<file path="src/rtl/mux4_rr_arbiter.sv">
// Round-robin arbiter for a shared 4-way resource; holds one-hot grant and 4:1 mux select
// until done, owner withdrawal or timeout, with back-to-back handover between owners.
module mux4_rr_arbiter #(
  parameter logic [7:0] TIMEOUT = 8'd16
) (
  input  logic       clk,
  input  logic       reset,
  input  logic [3:0] req,
  input  logic       done,
  output logic [3:0] gnt,
  output logic [1:0] sel,
  output logic       busy,
  output logic       timeout
);

  typedef enum logic [0:0] {
    S_IDLE  = 1'b0,
    S_GRANT = 1'b1
  } state_t;

  state_t     r_state;
  logic [3:0] r_gnt;
  logic [1:0] r_sel;
  logic       r_busy;
  logic       r_timeout;
  logic [1:0] r_ptr;
  logic [7:0] r_cnt;

  state_t     w_state_nx;
  logic [3:0] w_gnt_nx;
  logic [1:0] w_sel_nx;
  logic [1:0] w_ptr_nx;
  logic [7:0] w_cnt_nx;
  logic       w_to_nx;
  logic [3:0] w_owner_oh;
  logic [3:0] w_masked;
  logic [2:0] w_pick;
  logic       w_rel_done;
  logic       w_rel_wd;
  logic       w_rel_to;
  logic       w_release;

  // Returns {found, index}: first set bit of r scanning from p upward, modulo 4.
  function automatic logic [2:0] rr_pick(input logic [3:0] r, input logic [1:0] p);
    logic [2:0] res;
    logic [1:0] idx;
    res = 3'b000;
    for (int k = 3; k >= 0; k--) begin
      idx = p + 2'(k);
      if (r[idx]) begin
        res = {1'b1, idx};
      end else begin
        res = res;
      end
    end
    return res;
  endfunction

  assign w_owner_oh = 4'b0001 << r_sel;
  assign w_rel_done = done;
  assign w_rel_wd   = ~req[r_sel];
  assign w_rel_to   = (TIMEOUT != 8'd0) && (r_cnt == (TIMEOUT - 8'd1));
  assign w_release  = w_rel_done | w_rel_wd | w_rel_to;
  // The current owner is never a candidate when it releases, so its own req cannot re-win.
  assign w_masked   = (r_state == S_GRANT) ? (req & ~w_owner_oh) : req;
  assign w_pick     = rr_pick(w_masked, r_ptr);

  // Next-state, grant/select and counter logic.
  always_comb begin
    w_state_nx = r_state;
    w_gnt_nx   = r_gnt;
    w_sel_nx   = r_sel;
    w_ptr_nx   = r_ptr;
    w_cnt_nx   = r_cnt;
    w_to_nx    = 1'b0;
    case (r_state)
      S_IDLE: begin
        if (w_pick[2]) begin
          w_state_nx = S_GRANT;
          w_gnt_nx   = 4'b0001 << w_pick[1:0];
          w_sel_nx   = w_pick[1:0];
          w_ptr_nx   = w_pick[1:0] + 2'd1;
          w_cnt_nx   = 8'd0;
        end else begin
          w_gnt_nx   = 4'b0000;
        end
      end
      S_GRANT: begin
        if (w_release) begin
          w_to_nx = ~w_rel_done & ~w_rel_wd & w_rel_to;
          if (w_pick[2]) begin
            w_gnt_nx = 4'b0001 << w_pick[1:0];
            w_sel_nx = w_pick[1:0];
            w_ptr_nx = w_pick[1:0] + 2'd1;
            w_cnt_nx = 8'd0;
          end else begin
            w_state_nx = S_IDLE;
            w_gnt_nx   = 4'b0000;
          end
        end else if (r_cnt != 8'hFF) begin
          w_cnt_nx = r_cnt + 8'd1;
        end else begin
          w_cnt_nx = r_cnt;
        end
      end
      default: begin
        w_state_nx = S_IDLE;
        w_gnt_nx   = 4'b0000;
      end
    endcase
  end

  // State and registered outputs.
  always_ff @(posedge clk) begin
    if (reset) begin
      r_state   <= S_IDLE;
      r_gnt     <= 4'b0000;
      r_sel     <= 2'd0;
      r_busy    <= 1'b0;
      r_timeout <= 1'b0;
      r_ptr     <= 2'd0;
      r_cnt     <= 8'd0;
    end else begin
      r_state   <= w_state_nx;
      r_gnt     <= w_gnt_nx;
      r_sel     <= w_sel_nx;
      r_busy    <= (w_state_nx == S_GRANT);
      r_timeout <= w_to_nx;
      r_ptr     <= w_ptr_nx;
      r_cnt     <= w_cnt_nx;
    end
  end

  assign gnt     = r_gnt;
  assign sel     = r_sel;
  assign busy    = r_busy;
  assign timeout = r_timeout;

endmodule

</file>
<file path="config.mk">
export PLATFORM = sky130hd
export DESIGN_NAME = mux4_rr_arbiter
export DESIGN_NICKNAME = d
export VERILOG_FILES = /design/src/rtl/mux4_rr_arbiter.sv
export SDC_FILE = /design/constraint.sdc
export NUM_CORES = 1
export LEC_CHECK = 0
export ABC_AREA = 0
export CORE_UTILIZATION = 50
export DETAILED_ROUTE_END_ITERATION = 6
export GPL_TIMING_DRIVEN = 1
export PLACE_DENSITY = 0.71
export SLEW_MARGIN = 30
export SYNTH_ARGS = -nofsm -noshare
export SYNTH_HDL_FRONTEND = slang
export SYNTH_SLANG_ARGS = --single-unit
</file>
<file path="constraint.sdc">
create_clock -name clk -period 3.05 [get_ports clk]
set_input_delay 0.305 -clock clk [delete_from_list [all_inputs] [get_ports clk]]
set_output_delay 0.305 -clock clk [all_outputs]
set_load 0.05 [all_outputs]
</file>
# == After elaboration in Yosys (flattened, before gate mapping) ==
# Index checks and enable logic that the tools add are counted.
# totals
regBits,18
inputBits,7
output_inout_bits,8
# op_classes
addsub,5
n_shift,2
eq_ne,4
n_lt_le_gt_ge,5
n_bitwise,10
reduce_logical,1
muxes,31
# ops
op,n
2-to-1 mux 8 bit,3
one-hot mux 8 bit (2 select lines),1
< comparator 2 x 3 -> 1 bit (second input constant),5
2-to-1 mux 3 bit,4
2-to-1 mux 4 bit,3
binary-select mux 1 bit (select 2 bit),5
adder 8 x 1 -> 8 bit (second input constant),1
== test 8 x 4 -> 1 bit (second input constant),1
2-to-1 mux 2 bit,4
!= test 8 bit (second input constant),1
one-hot mux 2 bit (2 select lines),2
one-hot mux 4 bit (2 select lines),1
<< shifter 1 x 2 -> 4 bit (first input constant),2
2-to-1 mux 1 bit,7
adder 2 x 1 -> 2 bit (second input constant),2
adder 2 bit (second input constant),2
bitwise AND 4 bit,1
inverter 1 bit,4
inverter 4 bit,1
!= test 3 x 1 -> 1 bit (second input constant),1
OR reduction 3 bit,1
bitwise AND 1 bit,2
!= test 2 x 1 -> 1 bit (second input constant),1
OR 1 bit,2
one-hot mux 1 bit (2 select lines),1

# == Longest topological paths before layout ==
# logic_depth
ltp_word,14
mapped_depth,8
depth_no_buf,7

# == Worst setup path after synthesis ==
# No wires, ideal clock.
# synth_timing
path_type,register -> register
startpoint,"reg r_sel[0], in the netlist sel[0]"
endpoint,"reg r_gnt[1], in the netlist gnt[1]"
setup_ps,70
slack_ps,514
path_stages_with_launch,8
period_less_slack_ps,2536
arrival_time_ps,2466
path_cell_list,dfxtp_1 buf_6 xor2_1 o221a_2 nor2_1 mux4_2 or4_1 a21oi_1
# synth_via
elab_chain_cells,14
# synth_rtl
item,line,rtl
"start, declared",23,logic [1:0] r_sel;
"start signal, assigned",126,r_sel <= w_sel_nx;
<< shifter 1 x 2 -> 4 bit,59,assign w_owner_oh = 4'b0001 << r_sel;
inverter 4 bit,65,assign w_masked = (r_state == S_GRANT) ? (req & ~w_owner_oh) : req;
bitwise AND 4 bit,65,
2-to-1 mux 4 bit,65,
binary-select mux 1 bit (select 2 bit),50,if (r[idx]) begin
2-to-1 mux 1 bit (not written as such),50,
2-to-1 mux 3 bit (4 in a row),50,
<< shifter 1 x 2 -> 4 bit,"80, 92",
2-to-1 mux 4 bit,"78, 91",
2-to-1 mux 4 bit,89,if (w_release) begin
one-hot mux 4 bit (2 select lines),76,case (r_state)
"end signal, assigned",125,r_gnt <= w_gnt_nx;
"end, declared",22,logic [3:0] r_gnt;
# Parallel ways exist; a longest one is shown, timed or not. The select of a mux whose other input is x is not followed.
# A chain may end at the register's enable or synchronous reset.

# == Worst setup path after layout ==
# Same ends and word-level chain as after synthesis.

==> impl_metrics.yaml <==
logic_synthesis:
  netlist.area_leader.share_pct: 32.6
  syn_area_per_cell_um2: 8.64
  synth_ff_type: "dfxtp_1"
  postSynthCellCount: 128
  mappedNetlistArea_um2: 1110
  synthTopCellsByArea: "dfxtp_1 33%, a21oi_1 4.5%, nor2_1 4.4%"
  async_reset_ff_share_pct: 0
  synth_largest_area_cell: "dfxtp_1"
  synth_cell_types: 46
  synth_most_common_cell: "dfxtp_1"
  synth_fp_nets: 136
  ys_warn_count: 0
  ys_ff_latch: 18
  synth_edf_count: 0
  netlist_top_cells_count: "18 x dfxtp_1, 13 x nor2_1, 12 x nand2_1"
  seq_area_frac_synth_pct: 32.6
timing:
  worstMarginPinSlew_ns: 0.558
  rsz0062_at_grt: "false"
  slew_headroom_pct: 62.7
  fin_skew_ns: 0.00263
  finalHoldViolations: 0
  setup_tns_ns: 0
  finalMaxSlewViolations: 0
  fmaxAchievable_mhz: 393
  finalCritPeriodShare_pct: 83.4
  setup_viol: 0
  fin_crit_ns: 2.55
worst_hold_path:
  min-delay-start: "gnt[3]$_SDFFE_PP0P_"
  holdPathEnd: "gnt[3]$_SDFFE_PP0P_"
  hold_class: "reg -> reg"
  whs_path_depth: 2
final_layout:
  diodes: 0
  drive_gt1_share_pct: 12.0
  fin_cells: 169
  nNetsFinal: 151
  fin_util_pct: 64.2
  fin_area_um2: 1300
  synthToLayoutAreaGrowth_pct: 17.3
placement:
  place_inst: 165
  placed_area_um2: 1260
  io_buffers: 14
  hpwl_mm: 1.80
  gp_congestion: 0.867
critical_path:
  cp.required_ns: 3.27
  r2r_slack_ns: 0.50
  reg2reg_from: "sel[0]$_SDFFE_PP0P_"
  critPathKind: "reg -> reg"
  reg2regPathDepth: 6
  r2r_end: "gnt[1]$_SDFFE_PP0P_"
  critical_path.endpoint_type: "flop"
  cp-start-kind: "flop"
  worstPathArrival_ns: 2.76
  crit_fanout: 8
power:
  powerDensity_nw_per_um2: 965
  power_leakage_nw: 0.447
  peakVddDrop_mv: 0.571
  p_total_w: 0.00125
global_route:
  grt_max_degree: 18
  grt_pass1_vias: 997
  grt_util_all_layers_pct: 23.8
  grt_pass1_wl_mm: 4.42
  antenna_found_initial: 0
  overflow: 0
clocking:
  cts_setup_buffers: 0
  insertion_delay_ns: 0.29
  cts_sinks: 18
  htree_levels: 1
  clockBufferDepth: 2
  post_cts_resize_count: 0
  clk_pin_slew_ns: 0.10
  hold_buffers: 0
  numCtsBuffers: 3
  clock-root-buffer: "clkbuf_4"
  cts_tree: "yes"
floorplan:
  die-area_um2: 2400
  fp-row-count: 16
  start_util_pct: 54.7
  core_area_um2: 2020
  dieWidth_um: 49.0
  ios: 15
  chipHeight_um: 49.0
route:
  post_drt_wl_per_cell_um: 14.6
  drc: 0
  final_antenna_net_count: 0
  vias: 1016
  drt_iter0_markers: 27
  post_drt_via_cell_ratio: 6.01
  drt_wl_total_mm: 2.46
  dr.pass1.iters: 4
run_status:
  status: "completed"
run:
  maxCapViolations: 0
how the worst max path moves through the flow:
stage | from | cells past startpoint | slack [ns] | to
floorplan | sel[0]$_SDFFE_PP0P_ | 7 | 0.51 | gnt[1]$_SDFFE_PP0P_
global placement | req[1] | 7 | 0.43 | r_ptr[1]$_SDFFE_PP0P_
detailed placement | req[1] | 7 | 0.35 | r_ptr[1]$_SDFFE_PP0P_
CTS | sel[0]$_SDFFE_PP0P_ | 6 | 0.54 | gnt[1]$_SDFFE_PP0P_
global route | sel[0]$_SDFFE_PP0P_ | 6 | 0.35 | gnt[1]$_SDFFE_PP0P_
finish | sel[0]$_SDFFE_PP0P_ | 6 | 0.50 | gnt[1]$_SDFFE_PP0P_
area by class of cell:
| type | count | area (µm²) |
|---|---|---|
| clock buffer | 4 | 36.3 |
| fill | 181 | 724 |
| inverter | 2 | 7.51 |
| multi-input combinational | 102 | 704 |
| sequential | 18 | 360 |
| tap | 27 | 33.8 |
| timing repair buffer | 16 | 155 |
metal layers:
| metal | vias to the layer above | track usage (%) | routed length, µm |
|---|---|---|---|
| met5 | - | 0 | 0 |
| met4 | 0 | 7.84 | 36 |
| met3 | 5 | 5.61 | 91 |
| met2 | 16 | 37.3 | 1120 |
| met1 | 474 | 31.9 | 1220 |
| li1 | 521 | - | - |
critical path, cell delays in order, from the launching register on:
cell and delay (ns):
dfxtp_1 0.58, xor2_1 0.34, o221a_2 0.30, nor2_1 0.06
mux4_2 0.53, or4_1 0.53, a21oi_1 0.14
flip-flops by register name (all words and copies together) (netlist names):
name / count
gnt: 4
timeout: 1
r_cnt: 8
busy: 1
r_ptr: 2
sel: 2
report_power, final:
part           switching [W]  internal [W]
registers          0.0000719      0.000287
clock network      0.0000713     0.0000728
logic               0.000448      0.000302
total               0.000591      0.000661
cell families after synthesis:
kind of cell    Yosys count  synth area share (%)
compound gates           36                  26.6
flops                    18                  32.6
mux                       4                  6.22
buf+inv                   8                  3.73
xor+xnor                  2                  2.26
simple gates             59                  27.5
fa+ha+maj                 1                  1.13
cells in the final DEF, fill, tap and decap left out, types with 2 or more instances in the layout:
cell             count
o21ai_0              3
and3_1               2
clkdlybuf4s50_1     14
a211oi_1             3
a22oi_1              2
a21oi_1             10
nand2b_1             6
nand2_1             12
nand3b_1             2
nor2b_1              3
mux2i_1              2
nor2_1              13
or3_1                2
o221a_2              3
dfxtp_1             18
o221ai_1             2
inv_1                2
nand4_1              4
nand3_1              5
and2_1               3
nor3_1               2
clkbuf_4             3
or4_1                2
buf_4                2
metrics by stage:
| stage | hold WS (ns) | worst slack, ns |
|---|---|---|
| after floorplan | 0.473 | 0.514 |
| after global placement | 0.451 | 0.430 |
| after detailed placement | 0.452 | 0.345 |
| after CTS | 0.470 | 0.537 |
| after global routing | 0.488 | 0.346 |
| final | 0.464 | 0.505 |
Power figures use the tool's default switching activity.
